==> config.mk <==
export PLATFORM = sky130hd
export DESIGN_NAME = pipe_adder_flat
export DESIGN_NICKNAME = d
export VERILOG_FILES = /design/src/rtl/pipe_adder_pkg.sv /design/src/rtl/pipe_adder_if.sv /design/src/rtl/pipe_adder_add_slice.sv /design/src/rtl/pipe_adder.sv /design/src/flat_wrapper.sv
export SDC_FILE = /design/constraint.sdc
export NUM_CORES = 1
export LEC_CHECK = 0
export BUFFER_PORTS_ARGS = -buffer_cell sky130_fd_sc_hd__clkbuf_2
export CAP_MARGIN = 20
export CORE_MARGIN = 3
export CORE_UTILIZATION = 40
export CTS_BUF_LIST = sky130_fd_sc_hd__clkbuf_4
export DETAILED_ROUTE_END_ITERATION = 8
export PLACE_DENSITY = 0.56
export SYNTH_ARGS = -nofsm -noshare
export SYNTH_HDL_FRONTEND = slang
export SYNTH_SLANG_ARGS = --single-unit
==> constraint.sdc <==
create_clock -name clk -period 1.8 [get_ports clk]
set_input_delay 0.36 -clock clk [delete_from_list [all_inputs] [get_ports clk]]
set_output_delay 0.36 -clock clk [all_outputs]
set_load 0.02 [all_outputs]
==> src/rtl/pipe_adder_pkg.sv <==
// adder_pkg: shared constants and helpers for pipe_adder
// MODE_ADD/MODE_SUB select the operation; seg_count gives the number of pipeline stages
package adder_pkg;
  localparam logic MODE_ADD = 1'b0;
  localparam logic MODE_SUB = 1'b1;
  function automatic int seg_count(input int width, input int seg);
    return width / seg;
  endfunction
endpackage

==> src/rtl/pipe_adder_if.sv <==
// pipe_adder_if: operand/result handshake bundle for pipe_adder
// in_valid/in_ready/a/b/c_in/sub form the operand channel; out_valid/out_ready/sum/c_out the result channel
// ovf exists only when PIPE_ADDER_OVF_EN is defined
interface pipe_adder_if #(parameter int WIDTH = 16);
  logic in_valid, in_ready, c_in, sub;
  logic [WIDTH-1:0] a, b, sum;
  logic out_valid, out_ready, c_out;
`ifdef PIPE_ADDER_OVF_EN
  logic ovf;
`endif
  modport master(output in_valid, a, b, c_in, sub, out_ready,
                 input in_ready, out_valid, sum, c_out
`ifdef PIPE_ADDER_OVF_EN
                 , input ovf
`endif
                 );
  modport slave(input in_valid, a, b, c_in, sub, out_ready,
                output in_ready, out_valid, sum, c_out
`ifdef PIPE_ADDER_OVF_EN
                , output ovf
`endif
                );
endinterface

==> src/rtl/pipe_adder_add_slice.sv <==
// add_slice: combinational SEG-bit adder slice
// a, b, c_in -> sum, c_out; c_msb (carry into the slice MSB) only with PIPE_ADDER_OVF_EN
module add_slice #(parameter int SEG = 4) (
  input  logic [SEG-1:0] a,
  input  logic [SEG-1:0] b,
  input  logic           c_in,
  output logic [SEG-1:0] sum,
  output logic           c_out
`ifdef PIPE_ADDER_OVF_EN
  , output logic         c_msb
`endif
);
  assign {c_out, sum} = {1'b0, a} + {1'b0, b} + {{SEG{1'b0}}, c_in};
`ifdef PIPE_ADDER_OVF_EN
  assign c_msb = a[SEG-1] ^ b[SEG-1] ^ sum[SEG-1];
`endif
endmodule

==> src/rtl/pipe_adder.sv <==
// pipe_adder: pipelined WIDTH-bit add/subtract, one SEG-bit carry slice per stage
// ports: clk, rst_n (async active-low), bus (pipe_adder_if.slave: operand and result handshakes)
// optional: PIPE_ADDER_OVF_EN adds a registered signed-overflow flag bus.ovf
module pipe_adder import adder_pkg::*; #(
  parameter int WIDTH = 16,
  parameter int SEG   = 4
) (
  input logic         clk,
  input logic         rst_n,
  pipe_adder_if.slave bus
);
  localparam int STAGES = seg_count(WIDTH, SEG);
  if (SEG > WIDTH || WIDTH % SEG != 0) begin : g_bad_cfg
    $error("pipe_adder: WIDTH must be a non-zero multiple of SEG");
  end
  logic adv;
  assign adv = !bus.out_valid || bus.out_ready;
  assign bus.in_ready = adv;
  // x carries finished sum slices below the current slice and untouched A bits above it;
  // y carries the (possibly inverted) B operand to the stages that still need it
  for (genvar k = 0; k < STAGES; k++) begin : g_s
    logic v, c, vi, ci, co;
    logic [WIDTH-1:0] x, xi, yi;
    logic [SEG-1:0] s;
`ifdef PIPE_ADDER_OVF_EN
    logic cm;
`endif
    if (k == 0) begin : g_in
      assign vi = bus.in_valid;
      assign ci = bus.sub == MODE_SUB ? 1'b1 : bus.c_in;
      assign xi = bus.a;
      assign yi = bus.sub == MODE_SUB ? ~bus.b : bus.b;
    end else begin : g_mid
      assign vi = g_s[k-1].v;
      assign ci = g_s[k-1].c;
      assign xi = g_s[k-1].x;
      assign yi = g_s[k-1].g_y.y;
    end
    add_slice #(.SEG(SEG)) u_slice (
      .a(xi[k*SEG +: SEG]),
      .b(yi[k*SEG +: SEG]),
      .c_in(ci),
      .sum(s),
      .c_out(co)
`ifdef PIPE_ADDER_OVF_EN
      , .c_msb(cm)
`endif
    );
    always_ff @(posedge clk or negedge rst_n)
      if (!rst_n) begin
        v <= 1'b0;
        c <= 1'b0;
        x <= '0;
      end else if (adv) begin
        v <= vi;
        c <= co;
        x <= xi;
        x[k*SEG +: SEG] <= s;
      end
    if (k < STAGES - 1) begin : g_y
      logic [WIDTH-1:0] y;
      always_ff @(posedge clk or negedge rst_n)
        if (!rst_n) y <= '0;
        else if (adv) y <= yi;
    end
`ifdef PIPE_ADDER_OVF_EN
    if (k == STAGES - 1) begin : g_ovf
      logic ovf;
      always_ff @(posedge clk or negedge rst_n)
        if (!rst_n) ovf <= 1'b0;
        else if (adv) ovf <= cm ^ co;
    end
`endif
  end
  assign bus.out_valid = g_s[STAGES-1].v;
  assign bus.sum = g_s[STAGES-1].x;
  assign bus.c_out = g_s[STAGES-1].c;
`ifdef PIPE_ADDER_OVF_EN
  assign bus.ovf = g_s[STAGES-1].g_ovf.ovf;
`endif
endmodule

==> src/flat_wrapper.sv <==
// flat-port wrapper written by rule: the top's interface ports become plain ports
module pipe_adder_flat import adder_pkg::*;
#(
  parameter int WIDTH = 16,
  parameter int SEG   = 4
)
  (clk, rst_n, bus_in_valid, bus_a, bus_b, bus_c_in, bus_sub, bus_out_ready, bus_in_ready, bus_out_valid, bus_sum, bus_c_out);
  pipe_adder_if #(.WIDTH(WIDTH)) bus_i ();
  input logic clk;
  input logic rst_n;
  input wire logic [$bits(bus_i.in_valid)-1:0] bus_in_valid;
  input wire logic [$bits(bus_i.a)-1:0] bus_a;
  input wire logic [$bits(bus_i.b)-1:0] bus_b;
  input wire logic [$bits(bus_i.c_in)-1:0] bus_c_in;
  input wire logic [$bits(bus_i.sub)-1:0] bus_sub;
  input wire logic [$bits(bus_i.out_ready)-1:0] bus_out_ready;
  output wire logic [$bits(bus_i.in_ready)-1:0] bus_in_ready;
  output wire logic [$bits(bus_i.out_valid)-1:0] bus_out_valid;
  output wire logic [$bits(bus_i.sum)-1:0] bus_sum;
  output wire logic [$bits(bus_i.c_out)-1:0] bus_c_out;
  assign bus_i.in_valid = bus_in_valid;
  assign bus_i.a = bus_a;
  assign bus_i.b = bus_b;
  assign bus_i.c_in = bus_c_in;
  assign bus_i.sub = bus_sub;
  assign bus_i.out_ready = bus_out_ready;
  assign bus_in_ready = bus_i.in_ready;
  assign bus_out_valid = bus_i.out_valid;
  assign bus_sum = bus_i.sum;
  assign bus_c_out = bus_i.c_out;
  pipe_adder #(.WIDTH(WIDTH), .SEG(SEG)) u_core (.clk(clk), .rst_n(rst_n), .bus(bus_i));
endmodule
==> impl_metrics.ini <==
[logic_synthesis]
syn-instance-count = 448
seq_area_frac_synth_pct = 57.0
synth_ff_type = dfrtp_1
async_reset_ff_share_pct = 100
synth_top_area_share_pct = 57.0
synth_nets = 506
ys_ff_latch = 96
synth_most_common_cell = nand2_1
yosys.area.top_type = dfrtp_1
synth_area_sq_mm = 0.00422
synth.distinct_cells = 24
synthTopCellsByCount = nand2_1 (213), dfrtp_1 (96), o21ai_1 (24)
yosys-top-cells-area = dfrtp_1 (57%), nand2_1 (19%), fa_1 (3.8%)
synth_edf_count = 0
yosysWarningCount = 0
syn_avg_cell_area_sq_um = 9.41

[power]
power.internal_mw = 4.72
p_seq_share_pct = 47.1
swShare_pct = 38.5
ir_drop_uv = 507
pwr-share-comb_pct = 38.4
power_density_mw_per_mm2 = 1590
p_leak_nw = 2.53
p_switching_mw = 2.96
clkPwrFrac_pct = 14.5

[critical_path]
critPathCapture = bus_in_ready
r2r_end = u_core.g_s[2].c
required_ns = 1.44
setup.worst_path.start = u_core.bus.out_valid
r2r_cells = 7
start_kind = flop
arrival_ns = 1.32
crit_path_max_fanout = 17
r2r_setup_slack_ns = 0.16
rr_startpoint = u_core.g_s[1].g_y.y[8]
endpoint_kind = output pin
critPathKind = flop to output pin

[sta]
setup_violations = 0
slew_headroom_pct = 77.9
worst_slew_pin_slew_ns = 0.332
fin_crit_ns = 1.68
rsz0062_at_grt = no
fin_skew_ns = 0.0143
finalHoldViolations = 0
fmax_ghz = 0.595
slew_violations = 0
period_share_pct = 93.4

[placement]
io_buffers = 56
gp_congestion = 0.746
hpwl_mm = 5.18
place_area_sq_mm = 0.00467

[layout]
n_fill_cell = 992
final_util_pct = 48.2
diodes = 0
design_area_sq_mm = 0.00482
fin_nets = 562
synthToLayoutAreaGrowth_pct = 14.2
drive_gt1_share_pct = 17.5

[route]
drc = 0
wl_per_cell_um = 11.9
drtIter0Drc = 150
num_vias = 2931
via_per_inst = 4.57
drt-total-wl_mm = 7.67
dr.pass1.iters = 4
ant_nets = 0

[worst_hold_path]
hold_path.class = primary input to flop

[floorplanning]
pin_count = 57
die_y_um = 109
row_count = 36
core_sq_mm = 0.0100
fp.dieW_um = 109
dieArea_sq_mm = 0.0118
initial_utilization_pct = 42.2

[cts]
clk_latency_ns = 0.44
cts_buffer_depth = 2
cts_tree = done
htree_levels = 3
cts_root_buffer = clkbuf_4
cts.sink_count = 96
postCtsSetupRepairBufs = 0
cts_made_buffers = 9
path_clk_slew_ns = 0.15

[status]
outcome = finished clean

[global_route]
grt_pass1_vias = 2977
grt_start_max_net_pins = 78
grt_overflow = 0
antenna_found_initial = 0
grt_first_pass_wirelength_mm = 13.6
track_usage_pct = 14.5

[flow_run]
maxCapViolCount = 0
area by class of cell:
type,count,area [sq um],area share (%)
sequential,96,2400,49.9
multi-input combinational,318,1660,34.5
timing repair buffer,67,405,8.42
tap,133,166,3.45
clock buffer,9,67.6,1.40
clock inverter,7,62.6,1.30
inverter,12,50.0,1.04
logic make-up (layout without fill, tap and decap cells):
family,Yosys count,in the layout,synth area share (%)
and+or+nand+nor,229,229,20.9
buffers and inverters,34,95,3.95
xor gates and xnor gates,22,22,4.57
adders and majority gates,20,20,7.36
AOI/OAI and AO/OA,47,47,6.23
DFF,96,96,57.0
stage by stage:
stage	instances	setup WS (ns)	power (mW)	hold WS, ns	TNS, ns
after floorplan	448	-0.245	5.84	0.0644	-0.442
after global placement	625	-0.149	6.58	0.376	-0.339
after detailed placement	625	-0.170	6.66	0.370	-0.472
after CTS	642	0.0169	7.81	0.0695	0
after global routing	642	0.0215	8.47	0.0838	0
final	642	0.120	7.68	0.105	0
worst min-delay path by stage:
stage,startpoint,to,slack (ns),cells after the start
CTS,bus_a[12],u_core.g_s[0].x[12],0.07,3
global route,bus_a[4],u_core.g_s[0].x[4],0.08,3
global placement,rst_n,u_core.bus.sum[15],0.38,2
finish,bus_a[12],u_core.g_s[0].x[12],0.11,3
detailed placement,rst_n,u_core.bus.sum[15],0.37,2
floorplan,rst_n,u_core.bus.c_out,0.06,0
repair_timing:
action,4_1_cts,5_1_grt
cloned,0,0
hold buffers,1,0
gates resized for setup,1,3
hold endpoints to repair,96,0
pin swaps,0,0
setup endpoints to repair,1,2
power by group through the flow:
| stage | sequential, mW | combinational (mW) | clock (mW) |
|---|---|---|---|
| 3_3_place_gp | 3.65 | 2.93 | 0 |
| 4_1_cts | 3.63 | 3.01 | 1.17 |
| 2_1_floorplan | 3.80 | 2.03 | 0 |
| 3_5_place_dp | 3.68 | 2.98 | 0 |
| 6_report | 3.62 | 2.95 | 1.11 |
| 5_1_grt | 3.76 | 3.46 | 1.25 |
registers in the layout (all words and copies together) (netlist names):
| register | count |
|---|---|
| u_core.g_s.c | 3 |
| u_core.g_s.v | 3 |
| u_core.bus.sum | 16 |
| u_core.g_s.g_y.y | 24 |
| u_core.bus.out_valid | 1 |
| u_core.g_s.x | 48 |
| u_core.bus.c_out | 1 |
critical path, stage by stage (launching register included):
cell	delay (ns)
dfrtp_1	0.40
nor2b_4	0.15
inv_6	0.14
clkbuf_2	0.20
cells in the final DEF (no fill, tap or decap):
master / instances
a21oi_2: 1
clkbuf_4: 9
xnor2_1: 13
clkinv_4: 1
nand2_1: 213
ha_1: 12
o21a_1: 2
nor2b_1: 3
a21o_1: 5
xor2_1: 9
inv_1: 11
a21oi_1: 11
inv_6: 1
bufinv_16: 1
fa_2: 4
clkinv_2: 4
a22oi_1: 1
buf_12: 3
nand2b_1: 1
nor2_1: 9
clkinv_1: 1
nor2b_4: 1
or2_1: 1
clkbuf_2: 55
fa_1: 4
o21ai_1: 24
dfrtp_1: 96
buf_4: 8
o31ai_2: 1
o21ai_0: 2
nor3_1: 1
dlygate4sd3_1: 1
per-layer routing:
metal  wire length [um]  vias to the layer above  track usage [%]
met4                161                        0             6.22
met2               3450                       54             23.3
li1                   -                     1509                -
met5                  0                        -                0
met3                317                       13             2.55
met1               3740                     1355             19.5
No activity file was read; power rests on OpenSTA's default activity.
